[config.mk]
export PLATFORM = sky130hd
export DESIGN_NAME = control_sequencer
export DESIGN_NICKNAME = d
export VERILOG_FILES = /design/src/rtl/control_sequencer.sv
export SDC_FILE = /design/constraint.sdc
export NUM_CORES = 1
export LEC_CHECK = 0
export ABC_CLOCK_PERIOD_IN_PS = 1600
export BUFFER_PORTS_ARGS = -buffer_cell sky130_fd_sc_hd__buf_2
export CAP_MARGIN = 20
export CORE_UTILIZATION = 39
export CTS_CLUSTER_SIZE = 24
export DETAILED_ROUTE_END_ITERATION = 10
export PLACE_DENSITY = 0.73
export SKIP_LAST_GASP = 1
export SYNTH_ARGS = -nofsm -noshare
export SYNTH_HDL_FRONTEND = slang
export SYNTH_SLANG_ARGS = --single-unit
export TNS_END_PERCENT = 5
[constraint.sdc]
create_clock -name CLKb -period 1.6 [get_ports CLKb]
set_input_delay 0.16 -clock CLKb [delete_from_list [all_inputs] [get_ports CLKb]]
set_output_delay 0.16 -clock CLKb [all_outputs]
set_load 0.03 [all_outputs]
[src/rtl/control_sequencer.sv]
// -----------------------------------------------------------------------------
// control_sequencer
//
// Upstream control stage for the multi-stage ALU and the 4-entry register
// file. A RUN request in IDLE latches the low byte of the instruction into IR,
// and the sequencer then steps it through timesteps T1..T3. Every output is a
// Moore decode of (state, IR), so each strobe is stable for a whole state and
// is consumed by the ALU/registers on the following negedge.
//
// Build option:
//   ILLEGAL_OP_EN  - when defined, opcodes 1100-1111 raise Ill during their
//                    single T1 state and set the sticky IllSticky flag, which
//                    clears only on reset. When undefined, those opcodes run
//                    as a one-state NOP and the Ill/IllSticky ports are absent.
//
// Parameters:
//   N          instruction width (must be >= 8); INSTR[N-1:8] is ignored
//
// Ports:
//   CLKb       clock; all state updates on the falling edge
//   RSTb       asynchronous active-low reset
//   Run        start request, sampled only in IDLE
//   INSTR      instruction: [7:4] opcode, [3:2] Rx, [1:0] Ry
//   Busy       high in any state other than IDLE
//   Done       high during the final timestep of an instruction
//   Ain        ALU A-register load
//   Gin        ALU G-register load
//   Gout       ALU result onto the bus
//   FN         ALU function code (non-zero only in T2 of ALU ops)
//   Rin        one-hot register write enable (bit i = Ri)
//   Rout       one-hot register bus drive (bit i = Ri)
//   Extern     external data onto the bus
//   Ill        (ILLEGAL_OP_EN) illegal opcode in T1
//   IllSticky  (ILLEGAL_OP_EN) an illegal opcode has been accepted since reset
// -----------------------------------------------------------------------------
module control_sequencer #(
    parameter int N = 10
) (
    input  logic         CLKb,
    input  logic         RSTb,
    input  logic         Run,
    input  logic [N-1:0] INSTR,
    output logic         Busy,
    output logic         Done,
    output logic         Ain,
    output logic         Gin,
    output logic         Gout,
    output logic [3:0]   FN,
    output logic [3:0]   Rin,
    output logic [3:0]   Rout,
    output logic         Extern
`ifdef ILLEGAL_OP_EN
    ,
    output logic         Ill,
    output logic         IllSticky
`endif
);

    typedef enum logic [1:0] {
        S_IDLE = 2'd0,
        S_T1   = 2'd1,
        S_T2   = 2'd2,
        S_T3   = 2'd3
    } state_e;

    // Instruction classes; the class alone decides the state path.
    typedef enum logic [2:0] {
        OP_LOAD,
        OP_MOV,
        OP_BIN,
        OP_UNARY,
        OP_ILL
    } op_class_e;

    function automatic op_class_e classify(input logic [3:0] op);
        op_class_e cls;
        case (op)
            4'b0000:                            cls = OP_LOAD;
            4'b0001:                            cls = OP_MOV;
            4'b0100, 4'b0101:                   cls = OP_UNARY;
            4'b1100, 4'b1101, 4'b1110, 4'b1111: cls = OP_ILL;
            default:                            cls = OP_BIN;
        endcase
        return cls;
    endfunction

    function automatic logic [3:0] onehot(input logic [1:0] idx);
        return 4'b0001 << idx;
    endfunction

    state_e     state_q, state_d;
    logic [7:0] ir_q, ir_d;

    logic       accept;
    logic [3:0] opcode;
    logic [1:0] rx;
    logic [1:0] ry;
    op_class_e  op_class;

    // Only the low byte of INSTR carries meaning; wider builds drop the rest.
    if (N > 8) begin : g_instr_hi
        logic unused_instr_hi;
        assign unused_instr_hi = ^INSTR[N-1:8];
    end

    assign accept   = (state_q == S_IDLE) && Run;
    assign opcode   = ir_q[7:4];
    assign rx       = ir_q[3:2];
    assign ry       = ir_q[1:0];
    assign op_class = classify(opcode);

    // -------------------------------------------------------------------------
    // State and instruction registers
    // -------------------------------------------------------------------------
    // NOTE: sequential state uses non-blocking assignments so every flop
    // samples its pre-edge inputs regardless of block ordering.
    always_ff @(negedge CLKb or negedge RSTb) begin
        if (!RSTb) begin
            state_q <= S_IDLE;
            ir_q    <= 8'h00;
        end else begin
            state_q <= state_d;
            ir_q    <= ir_d;
        end
    end

    // -------------------------------------------------------------------------
    // Next-state logic
    // -------------------------------------------------------------------------
    // NOTE: every always_comb output gets a default first so no path can
    // leave it unassigned and infer a latch.
    always_comb begin
        state_d = state_q;
        ir_d    = ir_q;
        unique case (state_q)
            S_IDLE: begin
                if (Run) begin
                    ir_d    = INSTR[7:0];
                    state_d = S_T1;
                end
            end
            S_T1: begin
                // LOAD, MOV and illegal opcodes finish in T1; ALU ops continue.
                if (op_class == OP_BIN || op_class == OP_UNARY) begin
                    state_d = S_T2;
                end else begin
                    state_d = S_IDLE;
                end
            end
            S_T2:    state_d = S_T3;
            S_T3:    state_d = S_IDLE;
            default: state_d = S_IDLE;
        endcase
    end

    // -------------------------------------------------------------------------
    // Output decode (Moore: state and IR only)
    // -------------------------------------------------------------------------
    // IDLE drives nothing and reset forces IDLE with IR=0, so all outputs
    // drop to zero as soon as RSTb falls, without waiting for a clock edge.
    always_comb begin
        Busy   = (state_q != S_IDLE);
        Done   = 1'b0;
        Ain    = 1'b0;
        Gin    = 1'b0;
        Gout   = 1'b0;
        FN     = 4'b0000;
        Rin    = 4'b0000;
        Rout   = 4'b0000;
        Extern = 1'b0;
        unique case (state_q)
            S_IDLE: begin
            end
            S_T1: begin
                unique case (op_class)
                    OP_LOAD: begin
                        Extern = 1'b1;
                        Rin    = onehot(rx);
                        Done   = 1'b1;
                    end
                    OP_MOV: begin
                        Rout = onehot(ry);
                        Rin  = onehot(rx);
                        Done = 1'b1;
                    end
                    OP_BIN, OP_UNARY: begin
                        Rout = onehot(rx);
                        Ain  = 1'b1;
                    end
                    OP_ILL: begin
                        Done = 1'b1;
                    end
                    default: begin
                    end
                endcase
            end
            S_T2: begin
                FN  = opcode;
                Gin = 1'b1;
                // Unary ops have no second operand, so the bus stays undriven.
                if (op_class == OP_BIN) begin
                    Rout = onehot(ry);
                end
            end
            S_T3: begin
                Gout = 1'b1;
                Rin  = onehot(rx);
                Done = 1'b1;
            end
            default: begin
            end
        endcase
    end

`ifdef ILLEGAL_OP_EN
    // -------------------------------------------------------------------------
    // Illegal-opcode reporting
    // -------------------------------------------------------------------------
    logic ill_sticky_q, ill_sticky_d;

    assign Ill = (state_q == S_T1) && (op_class == OP_ILL);

    // The sticky flag sets on the accept edge, so it is already high in the
    // same T1 state where Ill is reported.
    always_comb begin
        ill_sticky_d = ill_sticky_q;
        if (accept && (INSTR[7:6] == 2'b11)) begin
            ill_sticky_d = 1'b1;
        end
    end

    always_ff @(negedge CLKb or negedge RSTb) begin
        if (!RSTb) begin
            ill_sticky_q <= 1'b0;
        end else begin
            ill_sticky_q <= ill_sticky_d;
        end
    end

    assign IllSticky = ill_sticky_q;
`endif

    // -------------------------------------------------------------------------
    // Bus protocol: at most one driver (a register, Extern or the ALU) at once.
    // -------------------------------------------------------------------------
    a_single_bus_driver : assert property (
        @(negedge CLKb) disable iff (!RSTb)
        $countones({Rout, Extern, Gout}) <= 1
    );

endmodule

# ---- Yosys cells after proc, flatten, opt, wreduce, memory -nomap -nowiden
# Memory sizes are Yosys's and may differ from the RTL's.
# Cells that the tools add are included.
dict set report word_totals {
  output_inout_bits 18
  memories 1
  regBits 10
  in_bits 13
  mem_bits_ro 48
}
dict set report op_classes {
  n_shift 2
  mux 17
  n_reduce_logical 8
  eq_ne 8
}
# name depth word_bits read_ports rd_clocked_by_memory_dff wr line
set memory_table {}
lappend memory_table {{(name not given)} 16 3 1 0 0 77} ;# case (op)
# cell n
set ops {}
lappend ops {{$pmux 4 s2} 3}
lappend ops {{$mux 4} 3}
lappend ops {{$pmux 2 s4} 1}
lappend ops {{$shl 1x2->4 const A} 2}
lappend ops {{$mux 1} 7}
lappend ops {{$eq 3x2->1 const B} 2}
lappend ops {{$eq 2x2->1 const B} 2}
lappend ops {{$mux 2} 2}
lappend ops {{$reduce_or 2->1} 2}
lappend ops {{$eq 3x1->1 const B} 1}
lappend ops {{$eq 3x3->1 const B} 1}
lappend ops {{$logic_not 3->1} 1}
lappend ops {{$reduce_or 3->1} 1}
lappend ops {{$eq 2x1->1 const B} 1}
lappend ops {{$logic_not 2->1} 1}
lappend ops {{$ne 2x2->1 const B} 1}
lappend ops {{$pmux 1 s2} 1}
lappend ops {{$reduce_and 2->1} 1}
lappend ops {{$reduce_bool 2->1} 1}
lappend ops {{$logic_or 1x1->1} 1}

# ---- Longest topological paths before layout
# Gate-level depths: netlist of the first run.
# An unclocked memory read counts as a cell.
dict set report depth {
  depth_word 5
  ltp_mapped 5
  ltp_nobuf 5
}

==> impl_metrics.json, run 1 <==
{
  "status": "finished, violations left",
  "violations": "setup timing",
  "antenna_found_initial": 0,
  "drive_gt1_share_pct": 62.5,
  "wl_per_cell_um": 12.4,
  "timing.rr.end": "ir_q[5]",
  "slew_viol_final": 0,
  "syn_to_final_growth_pct": 66.8,
  "post_cts_buffers": 0,
  "syn_inst": 69,
  "arrival_ns": 2.55,
  "first_pass_iters": 4,
  "relSlewSlack_pct": 81.9,
  "grtUsageMet2_pct": 34.1,
  "avgSynthCellArea_um2": 10.4,
  "r2r_cells": 6,
  "syn_nets": 87,
  "tns_ns": -16.24,
  "nets": 140,
  "grtUsageMet1_pct": 24.2,
  "clock_sinks": 10,
  "setup_viol": 18,
  "ys_warn_count": 0,
  "min_path_type": "in -> async",
  "cp-end-kind": "output port",
  "holdBufCountCts": 0,
  "skew_ns": 0.00412,
  "reg2reg_setup_slack_ns": 0.10,
  "clk_latency_ns": 0.27,
  "tightest_slew_ns": 0.269,
  "drtIter0Drc": 4,
  "yosysSeqAreaShare_pct": 35.0,
  "first_global_vias": 643,
  "gp_congestion": 0.802,
  "ys_ff_latch": 10,
  "initial_utilization_pct": 41.4,
  "grt_usage_pct": 19.4,
  "final_area_um2": 1190,
  "rsz0062_at_grt": "yes",
  "cts_buffers": 3,
  "path_class": "reg -> out",
  "place_area_um2": 1140,
  "path_clk_slew_ns": 0.05,
  "p_sw_share_pct": 46.1,
  "met3_usage_pct": 1.20,
  "final_core_utilization_pct": 69.1,
  "critPathRequiredTime_ns": 1.44,
  "die_x_um": 44.8,
  "io_pins": 31,
  "cp_max_fo": 3,
  "clock-root-buffer": "clkbuf_4",
  "comb_power_share_pct": 74.5,
  "cts_buffer_depth": 2,
  "seq_power_share_pct": 19.3,
  "cts-htree-levels": 1,
  "p_clk_share_pct": 6.2,
  "grt.overflow.total": 0,
  "grt_busiest_layer": "met2",
  "dieArea_um2": 2010,
  "leakagePower_nw": 0.569,
  "syn_area_um2": 716,
  "place_hpwl_um": 1550,
  "die_h_um": 44.8,
  "vdd_drop_max_mv": 1.43,
  "io_buffers": 28,
  "timing.rr.start": "state_q[0]",
  "grt_first_pass_wirelength_um": 2790,
  "final_hold_viol_count": 0,
  "diodes": 0,
  "drt_wl_total_um": 1790,
  "detail-route-antenna-nets": 0,
  "p_sw_mw": 1.25,
  "core-area_um2": 1730,
  "ys_types": 24,
  "internal-power_mw": 1.46,
  "cts_resized": 7,
  "rows": 15,
  "power.density_nw_per_um2": 2260,
  "hold_ws_ns": 0.424,
  "max_cap_violations": 0,
  "drc": 0,
  "cts_tree": "yes",
  "setup_slack_ns": -1.11,
  "cp-start-kind": "flip-flop",
  "grt_max_degree": 11,
  "vias": 704,
  "via_per_inst": 4.86
}
[power by group through the flow]
| stage | sequential, mW | clock [mW] | combinational (mW) |
|---|---|---|---|
| global route | 0.539 | 0.176 | 2.15 |
| detailed placement | 0.525 | 0 | 1.98 |
| floorplan | 0.511 | 0 | 1.34 |
| global placement | 0.514 | 0 | 1.92 |
| CTS | 0.520 | 0.174 | 2.03 |
| finish | 0.522 | 0.167 | 2.01 |
[final cells by class]
cell class	instances	area, µm²
timing repair buffer	50	352
clock buffer	3	22.5
inverter	5	18.8
tap	25	31.3
sequential	10	250
fill	148	533
multi-input combinational	52	519
[cell usage after synthesis, drive strengths merged]
| cell | count | share of area, % |
|---|---|---|
| nor3 | 3 | 2.1 |
| ha | 5 | 8.7 |
| bufbuf | 1 | 4.5 |
| o32ai | 4 | 4.9 |
| mux2 | 8 | 13 |
| a21oi | 2 | 1.4 |
| nor2b | 1 | 0.87 |
| and2 | 4 | 3.7 |
| o21ai | 1 | 0.70 |
| nand3b | 4 | 4.2 |
| o211a | 1 | 1.4 |
| dfrtn | 10 | 35 |
| nand3 | 2 | 1.4 |
| or2b | 1 | 1.2 |
| or3 | 1 | 0.87 |
| nand2 | 7 | 3.7 |
| buf | 1 | 2.8 |
| a21o | 1 | 1.0 |
| o31ai | 1 | 1.0 |
| nor2 | 3 | 1.6 |
| inv | 5 | 2.6 |
| nand4bb | 1 | 1.6 |
| nor3b | 2 | 2.1 |
[per-layer routing]
metal / wire length [µm] / up-vias
li1: - / 348
met1: 765 / 337
met2: 969 / 17
met3: 46 / 2
met4: 12 / 0
met5: 0 / -
[worst max-delay path, cell delays in order (launching register included)]
cell,delay (ns)
dfrtn_1,0.44
inv_2,0.06
ha_4,0.26
or2b_4,0.28
o32ai_4,0.27
buf_6,0.17
[flip-flops by register name, summed over array words and instances (netlist names), named ones only]
signal / count
ir_q: 8
state_q: 1
[stage by stage]
stage	worst slack, ns	instances	power (mW)
after global placement	-0.845	142	2.43
after floorplan	-0.877	69	1.85
after detailed placement	-0.876	142	2.50
final	-1.11	145	2.70
after CTS	-1.13	145	2.72
after global routing	-1.19	145	2.87
[cell usage in the layout, fill, tap and decap left out, types with 4 or more instances in the layout]
cell and n:
buf_2 24, buf_4 21, dfrtn_1 10, mux2_2 8, nand2_1 7, nand3b_1 4
o32ai_4 4
[worst max-delay path by stage]
stage	startpoint	to	slack (ns)
after global placement	flip-flop	Rout[3]	-0.84
after CTS	state_q[0]	Rout[2]	-1.13
after detailed placement	state_q[0]	Rout[2]	-0.88
after floorplan	flip-flop	Rout[0]	-0.88
final	state_q[0]	Rout[2]	-1.11
after global routing	flip-flop	Rout[2]	-1.19
[cell families after synthesis]
family / Yosys count / synth area share (%)
buffers and inverters: 7 / 9.97
and+or+nand+nor: 29 / 23.3
AOI/OAI and AO/OA: 10 / 10.5
DFF: 10 / 35.0
muxes: 8 / 12.6
adders and majority gates: 5 / 8.74
(Power assumes the default switching activity.)
==> run 2, diff against run 1 <==
==> constraint.sdc (replaced) <==
create_clock -name CLKb -period 1.6 [get_ports CLKb]
set_input_delay 0.16 -clock CLKb [delete_from_list [all_inputs] [get_ports CLKb]]
set_output_delay 0.16 -clock CLKb [all_outputs]
set_load 0.02 [all_outputs]
==> run 2 against run 1 <==
  * The run still ends with setup timing left
  * Utilization down 1.5 points
  * Final cell count fell by 1.4%
  * Largest power group unchanged
  * First-iteration DRC count up 100%
  * Clock power shrank 4%
  * Clock-buffer cell count did not move
  * Critical path depth unchanged
  * Critical endpoint is now Rout[3]
==> impl_metrics.json, run 2 (same netlist as run 1, synthesis figures left out) <==
{
  "status": "finished, violations left",
  "violations": "setup timing",
  "rows": 15,
  "final_hold_viol_count": 0,
  "power.density_nw_per_um2": 2180,
  "path_clk_slew_ns": 0.05,
  "first_pass_iters": 7,
  "nets": 138,
  "grt_first_pass_wirelength_um": 2950,
  "final_core_utilization_pct": 67.6,
  "tightest_slew_ns": 0.326,
  "largest_register_ffs": 8,
  "grt_max_degree": 11,
  "regMostFlops": "ir_q",
  "relSlewSlack_pct": 78.3,
  "setup_slack_ns": -1.12,
  "gp_congestion": 0.858,
  "cp-end-kind": "output port",
  "vdd_drop_max_mv": 1.11,
  "via_per_inst": 4.94,
  "io_pins": 31,
  "max_cap_violations": 0,
  "drt_wl_total_um": 1850,
  "grtUsageMet2_pct": 31.5,
  "path_class": "reg -> out",
  "cts_buffer_depth": 2,
  "antenna_found_initial": 0,
  "drive_gt1_share_pct": 59.3,
  "skew_ns": 0.000166,
  "hold_ws_ns": 0.436,
  "cts-htree-levels": 1,
  "placedCellCount": 140,
  "post_cts_buffers": 0,
  "cts_buffers": 3,
  "final_cell_mix": "24 x buf_2, 18 x buf_4, 10 x dfrtn_1, 8 x mux2_2, 7 x nand2_1",
  "critPathRequiredTime_ns": 1.44,
  "dieArea_um2": 2010,
  "place_hpwl_um": 1490,
  "cp-start-kind": "flip-flop",
  "layout_commonest_cell": "buf_2",
  "met3_usage_pct": 3.60,
  "initial_utilization_pct": 41.4,
  "timing.rr.end": "ir_q[6]",
  "min_path_type": "in -> async",
  "setup_viol": 18,
  "timing.rr.start": "state_q[0]",
  "first_global_vias": 668,
  "die_x_um": 44.8,
  "syn_to_final_growth_pct": 63.1,
  "grt_busiest_layer": "met2",
  "reg2reg_setup_slack_ns": 0.20,
  "vias": 706,
  "diodes": 0,
  "die_h_um": 44.8,
  "wl_per_cell_um": 13.0,
  "crit_end": "Rout[3]",
  "leakagePower_nw": 0.556,
  "holdBufCountCts": 0,
  "slew_viol_final": 0,
  "startpoint": "state_q[0]",
  "grt.overflow.total": 0,
  "clock-root-buffer": "clkbuf_4",
  "core-area_um2": 1730,
  "arrival_ns": 2.56,
  "io_buffers": 28,
  "cp_max_fo": 4,
  "grt_usage_pct": 20.4,
  "top_regs": "ir_q (8), state_q (1)",
  "drc": 0,
  "drtIter0Drc": 8,
  "clock_sinks": 10,
  "rsz0062_at_grt": "yes",
  "layout.cells.non_filler": 143,
  "cts_tree": "yes",
  "r2r_cells": 5,
  "tns_ns": -16.54,
  "detail-route-antenna-nets": 0,
  "grtUsageMet1_pct": 26.6,
  "clk_latency_ns": 0.26
}
-- run 2: timing repair --
action	4_1_cts	5_1_grt
pin swaps	1	0
resized for setup	8	0
setup endpoints to repair	18	18
-- run 2: worst min path at each step --
| stage | to | slack, ns | depth (start not counted) |
|---|---|---|---|
| 6_report | ir_q[1] | 0.44 | 1 |
| 5_1_grt | asynchronous set/reset pin | 0.44 | 1 |
| 3_5_place_dp | ir_q[0] | 0.50 | 1 |
| 4_1_cts | state_q[0] | 0.44 | 1 |
| 3_3_place_gp | ir_q[0] | 0.49 | 1 |
| 2_1_floorplan | ir_q[0] | 0.47 | 1 |
-- run 2: metal layers --
layer / vias to the layer above / wire length [µm]
li1: 346 / -
met5: - / 0
met1: 331 / 812
met2: 23 / 928
met4: 0 / 50
met3: 6 / 62
-- run 2: metrics by stage --
step	setup WS (ns)	power, mW	area [µm²]
2_1_floorplan	-0.831	1.74	826
3_3_place_gp	-0.836	2.26	1120
3_5_place_dp	-0.865	2.32	1120
4_1_cts	-1.12	2.53	1170
5_1_grt	-1.22	2.72	1170
6_report	-1.12	2.54	1170
-- run 2: cell type report --
cell class	count	area [µm²]
Multi-Input combinational cell	52	504
Inverter	5	18.8
Timing Repair Buffer	48	340
Clock buffer	3	22.5
Sequential cell	10	250
Fill cell	143	559
Tap cell	25	31.3
-- run 2: worst max-delay path: stages (launching register included) --
cell and delay, ns:
dfrtn_1 0.46, ha_1 0.20, nand4bb_1 0.13, o211a_4 0.30
o32ai_4 0.27, buf_6 0.15
-- run 2: power by group --
| part | internal (mW) | switching [mW] |
|---|---|---|
| clock | 0.0862 | 0.0735 |
| combinational | 0.927 | 0.894 |
| sequential | 0.392 | 0.168 |
